## src/rtl/render_pkg.sv

```systemverilog
// Shared render-pipeline types: pixel word, default raster size, frame-writer FSM states.
// Latency: n/a (types and constants only).
// Backpressure: n/a.
//
// Contents:
//   H_RES_DEF / V_RES_DEF : default raster geometry
//   pixel_t               : 24-bit 8R:8G:8B pixel, R in [23:16]
//   fb_wr_state_t         : frame-buffer writer FSM encoding
//   cnt_width()           : counter width that stays >= 1 for degenerate sizes
package render_pkg;

  localparam int H_RES_DEF  = 320;
  localparam int V_RES_DEF  = 180;
  localparam int PIXEL_BITS = 24;

  typedef logic [PIXEL_BITS-1:0] pixel_t;

  typedef enum logic [1:0] {
    IDLE      = 2'd0,
    WRITE     = 2'd1,
    WAIT_SWAP = 2'd2
  } fb_wr_state_t;

  // $clog2(1) is 0, which would give a zero-width counter.
  function automatic int cnt_width(input int n);
    return (n > 1) ? $clog2(n) : 1;
  endfunction

endpackage

```

## src/rtl/raster_counter.sv

```systemverilog
// Raster-order x/y/linear-index counter with end-of-frame flag; shared with the display reader.
// Latency: counters update on the clock after adv/clr; last is combinational from current count.
// Backpressure: none; advances only when adv is asserted.
//
// Ports:
//   clk, rst : clock, synchronous active-high reset
//   clr      : return to pixel 0 (wins over adv)
//   adv      : step to the next pixel; wraps to 0 after the last pixel of the frame
//   x, y     : current column / line
//   idx      : current linear index, always y*H_RES+x
//   last     : current position is the final pixel of the frame
module raster_counter
  import render_pkg::*;
#(
  parameter int H_RES    = H_RES_DEF,
  parameter int V_RES    = V_RES_DEF,
  parameter int IDX_BITS = $clog2(H_RES * V_RES),
  localparam int XW      = cnt_width(H_RES),
  localparam int YW      = cnt_width(V_RES)
) (
  input  logic                clk,
  input  logic                rst,
  input  logic                clr,
  input  logic                adv,
  output logic [XW-1:0]       x,
  output logic [YW-1:0]       y,
  output logic [IDX_BITS-1:0] idx,
  output logic                last
);

  localparam logic [XW-1:0] X_LAST = XW'(H_RES - 1);
  localparam logic [YW-1:0] Y_LAST = YW'(V_RES - 1);

  logic [XW-1:0]       x_q, x_d;
  logic [YW-1:0]       y_q, y_d;
  logic [IDX_BITS-1:0] idx_q, idx_d;
  logic                x_last;

  assign x_last = (x_q == X_LAST);
  assign last   = x_last && (y_q == Y_LAST);

  // idx is carried as its own incrementing counter so no y*H_RES multiply is needed.
  always_comb begin
    x_d   = x_q;
    y_d   = y_q;
    idx_d = idx_q;
    if (clr || (adv && last)) begin
      x_d   = '0;
      y_d   = '0;
      idx_d = '0;
    end else if (adv) begin
      idx_d = idx_q + 1'b1;
      if (x_last) begin
        x_d = '0;
        y_d = y_q + 1'b1;
      end else begin
        x_d = x_q + 1'b1;
      end
    end
  end

  always_ff @(posedge clk) begin
    if (rst) begin
      x_q   <= '0;
      y_q   <= '0;
      idx_q <= '0;
    end else begin
      x_q   <= x_d;
      y_q   <= y_d;
      idx_q <= idx_d;
    end
  end

  assign x   = x_q;
  assign y   = y_q;
  assign idx = idx_q;

endmodule

```

## src/rtl/pixel_fb_writer.sv

```systemverilog
// Writes the shaded pixel stream in raster order into one bank of a double-buffered frame buffer.
// Latency: BRAM write strobe exactly 1 cycle after each accepted pixel; frame_done rides the last write.
// Backpressure: tready is a registered state decode; low outside WRITE, so the stream stalls until frame_start.
//
// Ports:
//   aclk, areset        : clock, synchronous active-high reset
//   pixel_axis_t*       : AXI-stream pixel input (tdata/tvalid/tready)
//   frame_start         : pulse, arms the writer for one frame (only honoured when idle)
//   display_vsync       : pulse from the display reader, swaps banks once a frame is complete
//   fb_wr_addr/data/en  : BRAM write port, address is {bank, linear pixel index}
//   display_bank        : bank the display reader scans (never the one being written)
//   frame_done          : pulse with the final pixel's write
//   busy                : writer is not idle
module pixel_fb_writer
  import render_pkg::*;
#(
  parameter int H_RES      = H_RES_DEF,
  parameter int V_RES      = V_RES_DEF,
  parameter int COLOR_BITS = PIXEL_BITS,
  parameter int ADDR_BITS  = $clog2(H_RES * V_RES)
) (
  input  logic                  aclk,
  input  logic                  areset,
  input  logic [COLOR_BITS-1:0] pixel_axis_tdata,
  input  logic                  pixel_axis_tvalid,
  output logic                  pixel_axis_tready,
  input  logic                  frame_start,
  input  logic                  display_vsync,
  output logic [ADDR_BITS:0]    fb_wr_addr,
  output logic [COLOR_BITS-1:0] fb_wr_data,
  output logic                  fb_wr_en,
  output logic                  display_bank,
  output logic                  frame_done,
  output logic                  busy
);

  localparam int XW = cnt_width(H_RES);
  localparam int YW = cnt_width(V_RES);

  fb_wr_state_t          state_q, state_d;
  logic                  tready_q, tready_d;
  logic                  write_bank_q, write_bank_d;
  logic                  display_bank_q, display_bank_d;
  logic                  fb_wr_en_q, fb_wr_en_d;
  logic [ADDR_BITS:0]    fb_wr_addr_q, fb_wr_addr_d;
  logic [COLOR_BITS-1:0] fb_wr_data_q, fb_wr_data_d;
  logic                  frame_done_q, frame_done_d;
  logic                  busy_q, busy_d;

  logic                  hs;
  logic                  cnt_clr;
  logic [XW-1:0]         cnt_x;
  logic [YW-1:0]         cnt_y;
  logic [ADDR_BITS-1:0]  cnt_idx;
  logic                  cnt_last;

  // tready_q is only ever high in WRITE, so this is the accepted-pixel strobe.
  assign hs = pixel_axis_tvalid && tready_q;

  raster_counter #(
    .H_RES    (H_RES),
    .V_RES    (V_RES),
    .IDX_BITS (ADDR_BITS)
  ) u_raster_counter (
    .clk  (aclk),
    .rst  (areset),
    .clr  (cnt_clr),
    .adv  (hs),
    .x    (cnt_x),
    .y    (cnt_y),
    .idx  (cnt_idx),
    .last (cnt_last)
  );

  always_comb begin
    state_d        = state_q;
    write_bank_d   = write_bank_q;
    display_bank_d = display_bank_q;
    fb_wr_en_d     = 1'b0;
    fb_wr_addr_d   = fb_wr_addr_q;
    fb_wr_data_d   = fb_wr_data_q;
    frame_done_d   = 1'b0;
    cnt_clr        = 1'b0;

    unique case (state_q)
      IDLE: begin
        if (frame_start) begin
          state_d = WRITE;
          cnt_clr = 1'b1;
        end
      end
      WRITE: begin
        // display_vsync and frame_start are deliberately not looked at here.
        if (hs) begin
          fb_wr_en_d   = 1'b1;
          fb_wr_data_d = pixel_axis_tdata;
          fb_wr_addr_d = {write_bank_q, cnt_idx};
          if (cnt_last) begin
            frame_done_d = 1'b1;
            state_d      = WAIT_SWAP;
          end
        end
      end
      WAIT_SWAP: begin
        if (display_vsync) begin
          display_bank_d = write_bank_q;
          write_bank_d   = ~write_bank_q;
          state_d        = IDLE;
        end
      end
      default: state_d = IDLE;
    endcase

    // Decoded from the next state so tready and busy line up with state_q.
    tready_d = (state_d == WRITE);
    busy_d   = (state_d != IDLE);
  end

  always_ff @(posedge aclk) begin
    if (areset) begin
      state_q        <= IDLE;
      tready_q       <= 1'b0;
      write_bank_q   <= 1'b0;
      display_bank_q <= 1'b1;
      fb_wr_en_q     <= 1'b0;
      fb_wr_addr_q   <= '0;
      fb_wr_data_q   <= '0;
      frame_done_q   <= 1'b0;
      busy_q         <= 1'b0;
    end else begin
      state_q        <= state_d;
      tready_q       <= tready_d;
      write_bank_q   <= write_bank_d;
      display_bank_q <= display_bank_d;
      fb_wr_en_q     <= fb_wr_en_d;
      fb_wr_addr_q   <= fb_wr_addr_d;
      fb_wr_data_q   <= fb_wr_data_d;
      frame_done_q   <= frame_done_d;
      busy_q         <= busy_d;
    end
  end

  // The linear index must stay in lock-step with the x/y position.
  idx_matches_xy: assert property (@(posedge aclk) disable iff (areset)
    int'(cnt_idx) == int'(cnt_y) * H_RES + int'(cnt_x));

  assign pixel_axis_tready = tready_q;
  assign fb_wr_addr        = fb_wr_addr_q;
  assign fb_wr_data        = fb_wr_data_q;
  assign fb_wr_en          = fb_wr_en_q;
  assign display_bank      = display_bank_q;
  assign frame_done        = frame_done_q;
  assign busy              = busy_q;

endmodule

```

## config.mk

```make
export PLATFORM = sky130hd
export DESIGN_NAME = pixel_fb_writer
export DESIGN_NICKNAME = d
export VERILOG_FILES = /design/src/rtl/render_pkg.sv /design/src/rtl/raster_counter.sv /design/src/rtl/pixel_fb_writer.sv
export SDC_FILE = /design/constraint.sdc
export NUM_CORES = 1
export LEC_CHECK = 0
export ABC_CLOCK_PERIOD_IN_PS = 5400
export CORE_MARGIN = 2
export CORE_UTILIZATION = 30
export DETAILED_ROUTE_END_ITERATION = 6
export PLACE_DENSITY_LB_ADDON = 0.05
export SYNTH_ARGS = -nofsm -noshare
export SYNTH_HDL_FRONTEND = slang
export SYNTH_SLANG_ARGS = --single-unit
```

## constraint.sdc

```tcl
create_clock -name aclk -period 5.4 [get_ports aclk]
set_input_delay 1.08 -clock aclk [delete_from_list [all_inputs] [get_ports aclk]]
set_output_delay 1.08 -clock aclk [all_outputs]
set_load 0.01 [all_outputs]
```

# [Yosys cells after proc, flatten, opt, wreduce, memory -nomap -nowiden]
# Index checks and enable logic that the tools add are counted.
[totals] regBits=82 in_bits=29 out_inout_bits=46 word_cells=45
[classes] addsub=3 eq_ne=5 mux=10 n_bitwise=3 n_reduce_logical=12
[ops] op="$add 16x1->16 const B" count=1
[ops] op="$add 9x1->9 const B" count=1
[ops] op="$eq 9x9->1 const B" count=1
[ops] op="$mux 9" count=1
[ops] op="$add 8x1->8 const B" count=1
[ops] op="$eq 8x8->1 const B" count=1
[ops] op="$mux 2" count=4
[ops] op="$pmux 2 s3" count=1
[ops] op="$reduce_and 2->1" count=3
[ops] op="$eq 2x1->1 const B" count=2
[ops] op="$mux 1" count=4
[ops] op="$reduce_or 2->1" count=2
[ops] op="$logic_and 1x1->1" count=3
[ops] op="$not 1->1" count=3
[ops] op="$reduce_or 3->1" count=1
[ops] op="$eq 2x2->1 const B" count=1
[ops] op="$logic_not 2->1" count=1
[ops] op="$reduce_bool 2->1" count=1
[ops] op="$logic_or 1x1->1" count=1

# [Longest topological paths before layout]
# Gate-level depths: netlist (run 1).
[depth] word_depth=6 mapped_depth=7 depth_no_buf=5

# [By module]
# A second synthesis (run 1) with hierarchy kept.
[unflattened] cells_unflattened=381 hier_area_um2=3716.1
[modules_own_cells] module="pixel_fb_writer" n_inst=1 cells_each=206 area_per_inst_um2=2170.8 seq_area_each_um2=980.9
[modules_own_cells] module="raster_counter" n_inst=1 cells_each=175 area_per_inst_um2=1545.2 seq_area_each_um2=660.6

# [Least setup slack after synthesis (run 1)]
# No wires, ideal clock.
[synth_path] kind="input to register" start="in pixel_axis_tvalid" end="reg state_q[1]" setup_ns=0.067 t_arrival_ns=2.298 required_ns=5.333 setup_slack_ns=3.035 cell_stages=5 path_buffers=1 path_cell_list="nand2_2 -> or4_1 -> buf_6 -> or3b_1 -> a21oi_2"
[synth_via] elab_chain_len=3
[synth_rtl] item="start: declaration" line_no="pixel_fb_writer.sv:25" rtl="input logic pixel_axis_tvalid,"
[synth_rtl] item="$logic_and 1x1->1" line_no="pixel_fb_writer.sv:58" rtl="assign hs = pixel_axis_tvalid && tready_q;"
[synth_rtl] item="$mux 2" line_no="pixel_fb_writer.sv:94" rtl="if (hs) begin"
[synth_rtl] item="$pmux 2 s3" line_no="pixel_fb_writer.sv:85" rtl="unique case (state_q)"
[synth_rtl] item="end signal: assignment" line_no="pixel_fb_writer.sv:131" rtl="state_q <= state_d;"
[synth_rtl] item="end: declaration" line_no="pixel_fb_writer.sv:40" rtl="fb_wr_state_t state_q, state_d;"
# No other way between the ends.
# A chain may end at the register's enable or synchronous reset.

# [Worst setup path in the final report (run 1)]
[layout_path] start="in pixel_axis_tvalid" end="reg u_raster_counter.idx_q[2] (netlist: u_raster_counter.idx[2])"
[layout_via] elab_chain_len=4
[layout_rtl] item="$logic_and 1x1->1 *" line_no="pixel_fb_writer.sv:58"
[layout_rtl] item="$logic_and 1x1->1" line_no="raster_counter.sv:47" rtl="if (clr || (adv && last)) begin"
[layout_rtl] item="$logic_or 1x1->1" line_no="raster_counter.sv:47"
[layout_rtl] item="$reduce_or 2->1 (no line)"
[layout_rtl] item="end signal: assignment" line_no="raster_counter.sv:70" rtl="idx_q <= idx_d;"
[layout_rtl] item="end: declaration" line_no="raster_counter.sv:36" rtl="logic [IDX_BITS-1:0] idx_q, idx_d;"
# Mark *: on every way between the ends. The rest lies on a longest branch, timed or not.

==> impl_metrics.env, run 1 <==
export IMPL_sw_frac_of_total_pct=23.06
export IMPL_yosysWarnings=0
export IMPL_drc=0
export IMPL_placeableCoreArea_sq_um=10420
export IMPL_tightest_slew_ps=982.7
export IMPL_path_cells="clkdlybuf4s50_1, nand2_2, or4_1, o21ai_4, nor2_1"
export IMPL_clkTransAtPathRegs_ps=80
export IMPL_clock_latency_ps=350
export IMPL_reg2regPathDepth=4
export IMPL_ys_seq_area_share_pct=50.75
export IMPL_wl_per_cell_um=13.14
export IMPL_grt_pass1_vias=2698
export IMPL_nNetsFinal=489
export IMPL_worst_slack_ps=2205
export IMPL_fillers=1081
export IMPL_synth_compound_area_share_pct=9.826
export IMPL_cts_htree_levels=3
export IMPL_worstSetupPathType="primary input to register"
export IMPL_fp_row_count=37
export IMPL_tritoncts="built"
export IMPL_finalClockSkew_ps=12.79
export IMPL_finalCritPeriodShare_pct=59.17
export IMPL_initial_utilization_pct=31.05
export IMPL_clkPwrFrac_pct=39.8
export IMPL_arrival_ps=3410
export IMPL_status="finished clean"
export IMPL_power_density_nw_per_um2=265.7
export IMPL_die_h_um=107.8
export IMPL_finalCriticalPeriod_ps=3195
export IMPL_synth_cell_area_sq_um=3234
export IMPL_ant_nets=0
export IMPL_timing_critical_path_buf_inv=1
export IMPL_netlist_cell_type_count=35
export IMPL_gp_congestion=0.7653
export IMPL_synthMuxAreaShare_pct=0.6576
export IMPL_finalCoreUtilization_pct=40.84
export IMPL_synth_avg_cell_area_sq_um=8.251
export IMPL_cts_resized_gates=0
export IMPL_drive_gt1_share_pct=5.195
export IMPL_grt_start_max_net_pins=51
export IMPL_endpoint_kind="register"
export IMPL_area_delta_synth_final_pct=31.53
export IMPL_worstHoldPathType="register to register"
export IMPL_grt_pass1_wl_mm=12.94
export IMPL_portBuffers=74
export IMPL_maxCapViolCount=0
export IMPL_synthTopCellsByCount="nand2_1, dfxtp_1, a21oi_1"
export IMPL_ir_worst_vdd_mv=0.1175
export IMPL_slew_viol_final=0
export IMPL_cts_setup_buffers=0
export IMPL_max_freq_mhz=313.0
export IMPL_fin_tns_setup_ps=0
export IMPL_hold_violations=0
export IMPL_drt_vias_per_instance=4.741
export IMPL_clock_sinks=82
export IMPL_synth_largest_area_cell="dfxtp_1"
export IMPL_grt_total_usage_pct=14.07
export IMPL_clockBufferDepth=2
export IMPL_synth_edf_count=0
export IMPL_crit_path_start_kind="primary input"
export IMPL_synth_ff_type="dfxtp_1"
export IMPL_cts_root_buf="clkbuf_8"
export IMPL_synthArstFlopShare_pct=0
export IMPL_dieArea_sq_um=11630
export IMPL_synthAdderAreaFrac_pct=1.161
export IMPL_antenna_found_initial=0
export IMPL_cpPeakStageDelay_ps=760
export IMPL_path_delay_family="simple AND/OR/NAND/NOR gates"
export IMPL_syn_inst=392
export IMPL_die_w_um=107.8
export IMPL_setup_violations_final=0
export IMPL_leakagePower_uw=0.001313
export IMPL_ys_ff_latch=82
export IMPL_wl_mm=7.858
export IMPL_synth_nets=424
export IMPL_seqPwrFrac_pct=54.4
export IMPL_synthSimpleGateAreaFrac_pct=26.96
export IMPL_cp_data_required_time_ps=5620
export IMPL_dp_slack_ps=1799
export IMPL_crit_slowest_cell="or4_1"
export IMPL_whs_path_depth=2
export IMPL_p_comb_share_pct=5.7
export IMPL_postCtsHoldBufs=0
export IMPL_synth_top_area_share_pct=50.75
export IMPL_critical_path_max_fanout=27
export IMPL_grt_ovfl_total=0
export IMPL_vias=2835
export IMPL_path_depth=5
export IMPL_p_switching_uw=260.7
export IMPL_ys_top_cells_by_area="dfxtp_1, nand2_1, a21oi_1"
export IMPL_n_antenna_cell=0
export IMPL_hpwl_mm=5.112
export IMPL_whs_ps=455.2
export IMPL_synth_top_family_by_area="simple AND/OR/NAND/NOR gates"
export IMPL_drt_iter0_drc=119
export IMPL_cts_buffers=9
export IMPL_yosysMostFrequentCell="nand2_1"
export IMPL_power_internal_uw=869.7
export IMPL_drtPass1Iterations=4
export IMPL_synth_xor_area_share_pct=7.041
export IMPL_report_power_total_uw=1130
export IMPL_ios=75
export IMPL_rsz0062_at_grt="false"
export IMPL_slew_headroom_pct=34.49
==> sequential cells by signal (all words and copies together), names as in the netlist, 2 cells and up <==
name,count
u_raster_counter.x,9
u_raster_counter.idx,16
state_q,2
u_raster_counter.y,8
fb_wr_data,24
fb_wr_addr,17
==> final cells by class <==
type | count | area (sq um) | share of cell area, %
Inverter | 5 | 18.77 | 0.4412
Tap cell | 136 | 170.2 | 4.000
Multi-Input combinational cell | 283 | 1476 | 34.71
Clock inverter | 4 | 51.30 | 1.206
Sequential cell | 82 | 1642 | 38.59
Timing Repair Buffer | 76 | 750.7 | 17.65
Clock buffer | 12 | 145.1 | 3.412
==> power groups by stage <==
stage               Combinational [uW]  Clock, uW  Sequential [uW]
floorplan                         26.5          0              631
global route                      72.3        498              617
detailed placement                65.9          0              630
CTS                               66.3        473              615
global placement                  66.0          0              629
finish                            64.9        450              615
==> through the flow <==
stage	cells	instance area (sq um)
global route	598	4254
CTS	598	4254
floorplan	392	3234
global placement	582	4058
detailed placement	582	4058
finish	598	4254
==> layout by cell type (no fill, tap or decap), types with 10 or more instances in the layout <==
cell,netlist,routed
dfxtp_1,82,82
xnor2_1,20,20
nand4_1,10,10
clkdlybuf4s50_1,0,73
a21oi_1,50,50
nand3_1,11,11
nor4_1,12,12
clkbuf_8,0,10
nand2_1,99,99
nor2_1,36,36
==> metal layers <==
metal / GRT usage (%) / up-vias / routed length (um)
met4: 4.396 / 0 / 90
li1: - / 1438 / -
met1: 18.19 / 1314 / 3863
met5: 0 / - / 0
met2: 22.24 / 75 / 3368
met3: 4.540 / 8 / 534
==> worst reg2reg max path, cell delays in order, from the launching register on <==
cell,delay [ps]
dfxtp_1,500
nand2_2,240
or4_1,760
o21ai_4,640
nor2_1,120
==> final timing paths <==
| kind | startpoint | endpoint | slack [ps] |
|---|---|---|---|
| worst max-delay path | pixel_axis_tvalid | u_raster_counter.idx[2] | 2200 |
| worst min register to register | fb_wr_data[16] | fb_wr_data[16] | 460 |
| worst min-delay path | fb_wr_data[16] | fb_wr_data[16] | 460 |
| worst max register to register | pixel_axis_tready | u_raster_counter.idx[2] | 3010 |
==> cell families after synthesis <==
family,count (synthesis)
adders and majority gates,3
buffers and inverters,27
and+or+nand+nor,194
AOI/OAI and AO/OA,58
muxes,2
DFF,82
xor gates and xnor gates,26
Power figures use the tool's default switching activity.
==> run 2, diff against run 1 <==
Settings changed: ABC_CLOCK_PERIOD_IN_PS 5400 to 2860.
Clock period 5.4 ns to 2.86 ns, I/O delays scaled along.
==> run 2 against run 1 <==
Effect of this change:
- non-clock buffer count increased by 6
- combinational power rose by 110%
- design area rose by 2.4%
- power rose by 98%
- global-route usage down 0.31 points
- sequential share of layout area down 0.90 points
- utilization rose by 0.97 points
- worst hold slack improved by 0.53 ps
- worst setup slack worse by 1500 ps
- sequential cell count unchanged
- critical path depth did not move
- highest routed layer unchanged
==> impl_metrics.env, run 2 (synthesized netlist as in run 1, its figures left out) <==
export IMPL_slew_viol_final=0
export IMPL_cts_htree_levels=3
export IMPL_wl_per_cell_um=12.72
export IMPL_placed_area_sq_um=4128
export IMPL_drtPass1Iterations=4
export IMPL_fin_tns_setup_ps=0
export IMPL_grt_start_max_net_pins=50
export IMPL_fp_row_count=37
export IMPL_die_w_um=107.8
export IMPL_portBuffers=74
export IMPL_power_density_nw_per_um2=514.1
export IMPL_drive_gt1_share_pct=6.838
export IMPL_report_power_total_uw=2239
export IMPL_grt_pass1_wl_mm=12.61
export IMPL_design_area_sq_um=4355
export IMPL_critical_path_max_fanout=9
export IMPL_timing_rr_start="pixel_axis_tready"
export IMPL_dieArea_sq_um=11630
export IMPL_cts_setup_buffers=0
export IMPL_initial_utilization_pct=31.05
export IMPL_hpwl_mm=5.180
export IMPL_path_cells="clkdlybuf4s50_1, nand2_2, or4_1, or3b_1, a21oi_2"
export IMPL_tightest_slew_ps=530.4
export IMPL_rsz0062_at_grt="false"
export IMPL_arrival_ps=2420
export IMPL_drt_vias_per_instance=4.659
export IMPL_postCtsHoldBufs=0
export IMPL_crit_end="state_q[1]"
export IMPL_placeableCoreArea_sq_um=10420
export IMPL_area_delta_synth_final_pct=34.66
export IMPL_n_antenna_cell=0
export IMPL_finalCritPeriodShare_pct=74.81
export IMPL_cts_resized_gates=0
export IMPL_multi_input_area_sq_um=1476
export IMPL_cts_buffers=9
export IMPL_slew_headroom_pct=64.64
export IMPL_vias=2814
export IMPL_whs_ps=455.8
export IMPL_crit_slowest_cell="or4_1"
export IMPL_setup_violations_final=0
export IMPL_grt_pass1_vias=2573
export IMPL_largest_register_ffs=24
export IMPL_finalCriticalPeriod_ps=2140
export IMPL_nNetsFinal=495
export IMPL_reg2reg_to="state_q[1]"
export IMPL_tritoncts="built"
export IMPL_grt_total_usage_pct=13.76
export IMPL_ios=75
export IMPL_status="finished clean"
export IMPL_drt_iter0_drc=117
export IMPL_die_h_um=107.8
export IMPL_reg2regPathDepth=4
export IMPL_clock_latency_ps=350
export IMPL_ant_nets=0
export IMPL_seq_area_sq_um=1642
export IMPL_cp_data_required_time_ps=3140
export IMPL_max_freq_mhz=467.4
export IMPL_rrSetupSlack_ps=880
export IMPL_maxCapViolCount=0
export IMPL_critPathLaunch="pixel_axis_tvalid"
export IMPL_finalClockSkew_ps=11.70
export IMPL_cpPeakStageDelay_ps=720
export IMPL_fillers=1094
export IMPL_grt_ovfl_total=0
export IMPL_endpoint_kind="register"
export IMPL_clock_sinks=82
export IMPL_gp_congestion=0.7704
export IMPL_clockBufferDepth=2
export IMPL_antenna_found_initial=0
export IMPL_wl_mm=7.682
export IMPL_leakagePower_uw=0.001365
export IMPL_drc=0
export IMPL_clkTransAtPathRegs_ps=80
export IMPL_final_common_cell="nand2_1"
export IMPL_hold_violations=0
export IMPL_worstHoldPathType="register to register"
export IMPL_final_cell_mix="nand2_1, dfxtp_1, clkdlybuf4s50_1"
export IMPL_crit_path_start_kind="primary input"
export IMPL_cts_root_buf="clkbuf_8"
export IMPL_worstSetupPathType="primary input to register"
export IMPL_ir_worst_vdd_mv=0.2582
-- run 2: changes by cell type in the layout (fill, tap and decap cells not counted), sizes merged --
cell,before,now
clkinv,2,3
bufinv,1,2
buf,3,9
clkbuf,12,10
-- run 2: layout make-up --
cell class,count,area share [%]
flip-flops and latches,82,37.69
multi-input cells,283,33.90
repair buffers,82,18.85
well taps,136,3.907
clock buffers,10,3.160
clock inverters,6,2.068
inverters,5,0.4309
-- run 2: how the worst min path moves through the flow --
stage,from,to,slack (ps),cells past startpoint
floorplan,u_raster_counter.y[7],u_raster_counter.y[7],420,1
global route,fb_wr_data[9],fb_wr_data[9],470,2
detailed placement,fb_wr_data[9],fb_wr_data[9],450,2
global placement,fb_wr_data[17],fb_wr_data[17],440,2
CTS,fb_wr_addr[6],fb_wr_addr[6],460,2
finish,fb_wr_addr[6],fb_wr_addr[6],460,2
-- run 2: stage by stage --
step	cells	utilization, %	worst slack [ps]
after floorplan	392	-	1003
after global placement	588	39.63	374.4
after detailed placement	588	39.63	353.2
after CTS	604	41.81	730.8
after global routing	604	41.81	676.9
final	604	41.81	720.4
-- run 2: power breakdown --
part           switching, uW  internal [uW]
clock network            425            517
logic                   64.5           69.6
registers               10.0           1150
-- run 2: routing by layer --
metal | vias to the layer above | part of all wire (%) | global-route usage (%)
met2 | 66 | 41 | 20.49
met1 | 1284 | 52 | 18.93
li1 | 1456 | - | -
met4 | 0 | 1.0 | 4.945
met5 | - | 0 | 0
met3 | 8 | 5.7 | 3.874
-- run 2: critical path: cells and delay by family --
| kind | cells | cell delay (ps) |
|---|---|---|
| AND/OR/NAND/NOR | 3 | 1220 |
| buffers and inverters | 1 | 500 |
| AO/OA/AOI/OAI | 1 | 130 |
==> run 3, diff against run 2 <==
Settings changed: ABC_CLOCK_PERIOD_IN_PS 2860 to 2050.
Clock period 2.86 ns to 2.05 ns, I/O delays scaled along.
==> run 3 against run 2 <==
Effect of this change:
- power increased by 29%
- largest power group unchanged
- final cell count increased by 2.0%
- worst setup slack got worse by 600 ps
- clock power increased by 13%
- critical path type is now register to register
- critical endpoint unchanged
==> impl_metrics.env, run 3 (synthesized netlist as in run 1, its figures left out) <==
export IMPL_postCtsHoldBufs=0
export IMPL_cts_buffers=9
export IMPL_seqPwrFrac_pct=56.1
export IMPL_crit_path_start_kind="register"
export IMPL_slew_headroom_pct=77.60
export IMPL_grt_start_max_net_pins=28
export IMPL_initial_utilization_pct=31.05
export IMPL_cts_root_buf="clkbuf_8"
export IMPL_grt_total_usage_pct=14.17
export IMPL_cp_data_required_time_ps=2340
export IMPL_cts_setup_buffers=0
export IMPL_tightest_slew_ps=333.0
export IMPL_fin_tns_setup_ps=0
export IMPL_ir_worst_vdd_mv=0.2619
export IMPL_wl_mm=7.989
export IMPL_cts_htree_levels=3
export IMPL_ant_nets=0
export IMPL_n_antenna_cell=0
export IMPL_p_switching_uw=695.5
export IMPL_max_freq_mhz=517.1
export IMPL_critical_path_max_fanout=5
export IMPL_maxCapViolCount=0
export IMPL_drive_gt1_share_pct=8.750
export IMPL_finalCritPeriodShare_pct=94.33
export IMPL_vias=2824
export IMPL_hpwl_mm=5.467
export IMPL_worstSetupPathType="register to register"
export IMPL_final_common_cell="nand2_1"
export IMPL_slew_viol_final=0
export IMPL_arrival_ps=2220
export IMPL_wl_per_cell_um=12.97
export IMPL_nNetsFinal=507
export IMPL_tritoncts="built"
export IMPL_power_internal_uw=2188
export IMPL_die_h_um=107.8
export IMPL_clkTransAtPathRegs_ps=80
export IMPL_clock_latency_ps=350
export IMPL_p_comb_share_pct=6.9
export IMPL_placed_area_sq_um=4243
export IMPL_sw_frac_of_total_pct=24.12
export IMPL_grt_pass1_vias=2638
export IMPL_ios=75
export IMPL_portBuffers=74
export IMPL_fp_row_count=37
export IMPL_endpoint_kind="register"
export IMPL_die_w_um=107.8
export IMPL_clockBufferDepth=2
export IMPL_setup_violations_final=0
export IMPL_grt_ovfl_total=0
export IMPL_placeableCoreArea_sq_um=10420
export IMPL_final_cell_mix="nand2_1, dfxtp_1, clkdlybuf4s50_1"
export IMPL_largest_register_ffs=24
export IMPL_clock_sinks=82
export IMPL_drtPass1Iterations=4
export IMPL_whs_ps=454.3
export IMPL_grt_pass1_wl_mm=12.90
export IMPL_design_area_sq_um=4415
export IMPL_finalCriticalPeriod_ps=1934
export IMPL_drc=0
export IMPL_drt_iter0_drc=153
export IMPL_finalCoreUtilization_pct=42.39
export IMPL_antenna_found_initial=0
export IMPL_leakagePower_uw=0.001412
export IMPL_gp_congestion=0.7581
export IMPL_status="finished clean"
export IMPL_worstHoldPathType="register to register"
export IMPL_finalClockSkew_ps=7.057
export IMPL_clkPwrFrac_pct=36.9
export IMPL_cts_resized_gates=0
export IMPL_area_delta_synth_final_pct=36.52
export IMPL_drt_vias_per_instance=4.584
export IMPL_dieArea_sq_um=11630
export IMPL_rsz0062_at_grt="false"
export IMPL_power_density_nw_per_um2=653.1
export IMPL_hold_violations=0
## run 3: per-stage QoR
stage / setup WS [ps] / power, uW / instances
final: 116.2 / 2884 / 616
after global routing: 0.5509 / 3031 / 616
after CTS: 116.9 / 2946 / 616
after detailed placement: -233.1 / 1859 / 600
after global placement: -225.8 / 1859 / 600
after floorplan: 235.9 / 1732 / 392
## run 3: worst max-delay path, cell delays in order, from the launching register on
cell and delay, ps:
dfxtp_1 390, ha_1 210, nand3_1 100, or4_1 620
or3b_1 440, a21oi_2 130
## run 3: routing by layer
metal	vias up	GRT usage (%)	share of wire, %	wire length, um
met5	-	0	0	0
met4	0	5.220	1.5	121
met3	9	3.935	6.3	502
met2	69	20.84	41	3279
met1	1272	19.68	51	4086
li1	1474	-	-	-
## run 3: final cells by class
cell class                 instances  area (sq um)
tap                              136         170.2
timing repair buffer              94         935.9
fill                            1061          6001
sequential                        82          1642
multi-input combinational        283          1476
clock inverter                     4         27.53
clock buffer                      12         145.1
inverter                           5         18.77
## run 3: path summary, 6_finish.rpt
check	from	endpoint	slack [ps]	cells past startpoint
worst max-delay path	u_raster_counter.y[1]	state_q[1]	120	5
worst min-delay path	fb_wr_data[16]	fb_wr_data[16]	450	2
worst max register to register	u_raster_counter.y[1]	state_q[1]	120	5
worst min register to register	fb_wr_data[16]	fb_wr_data[16]	450	2
## run 3: power groups by stage
stage / sequential (uW) / clock, uW / combinational, uW
after floorplan: 1660 / 0 / 69.7
after global placement: 1660 / 0 / 203
after detailed placement: 1660 / 0 / 202
after CTS: 1620 / 1120 / 203
after global routing: 1620 / 1190 / 219
final: 1620 / 1060 / 200
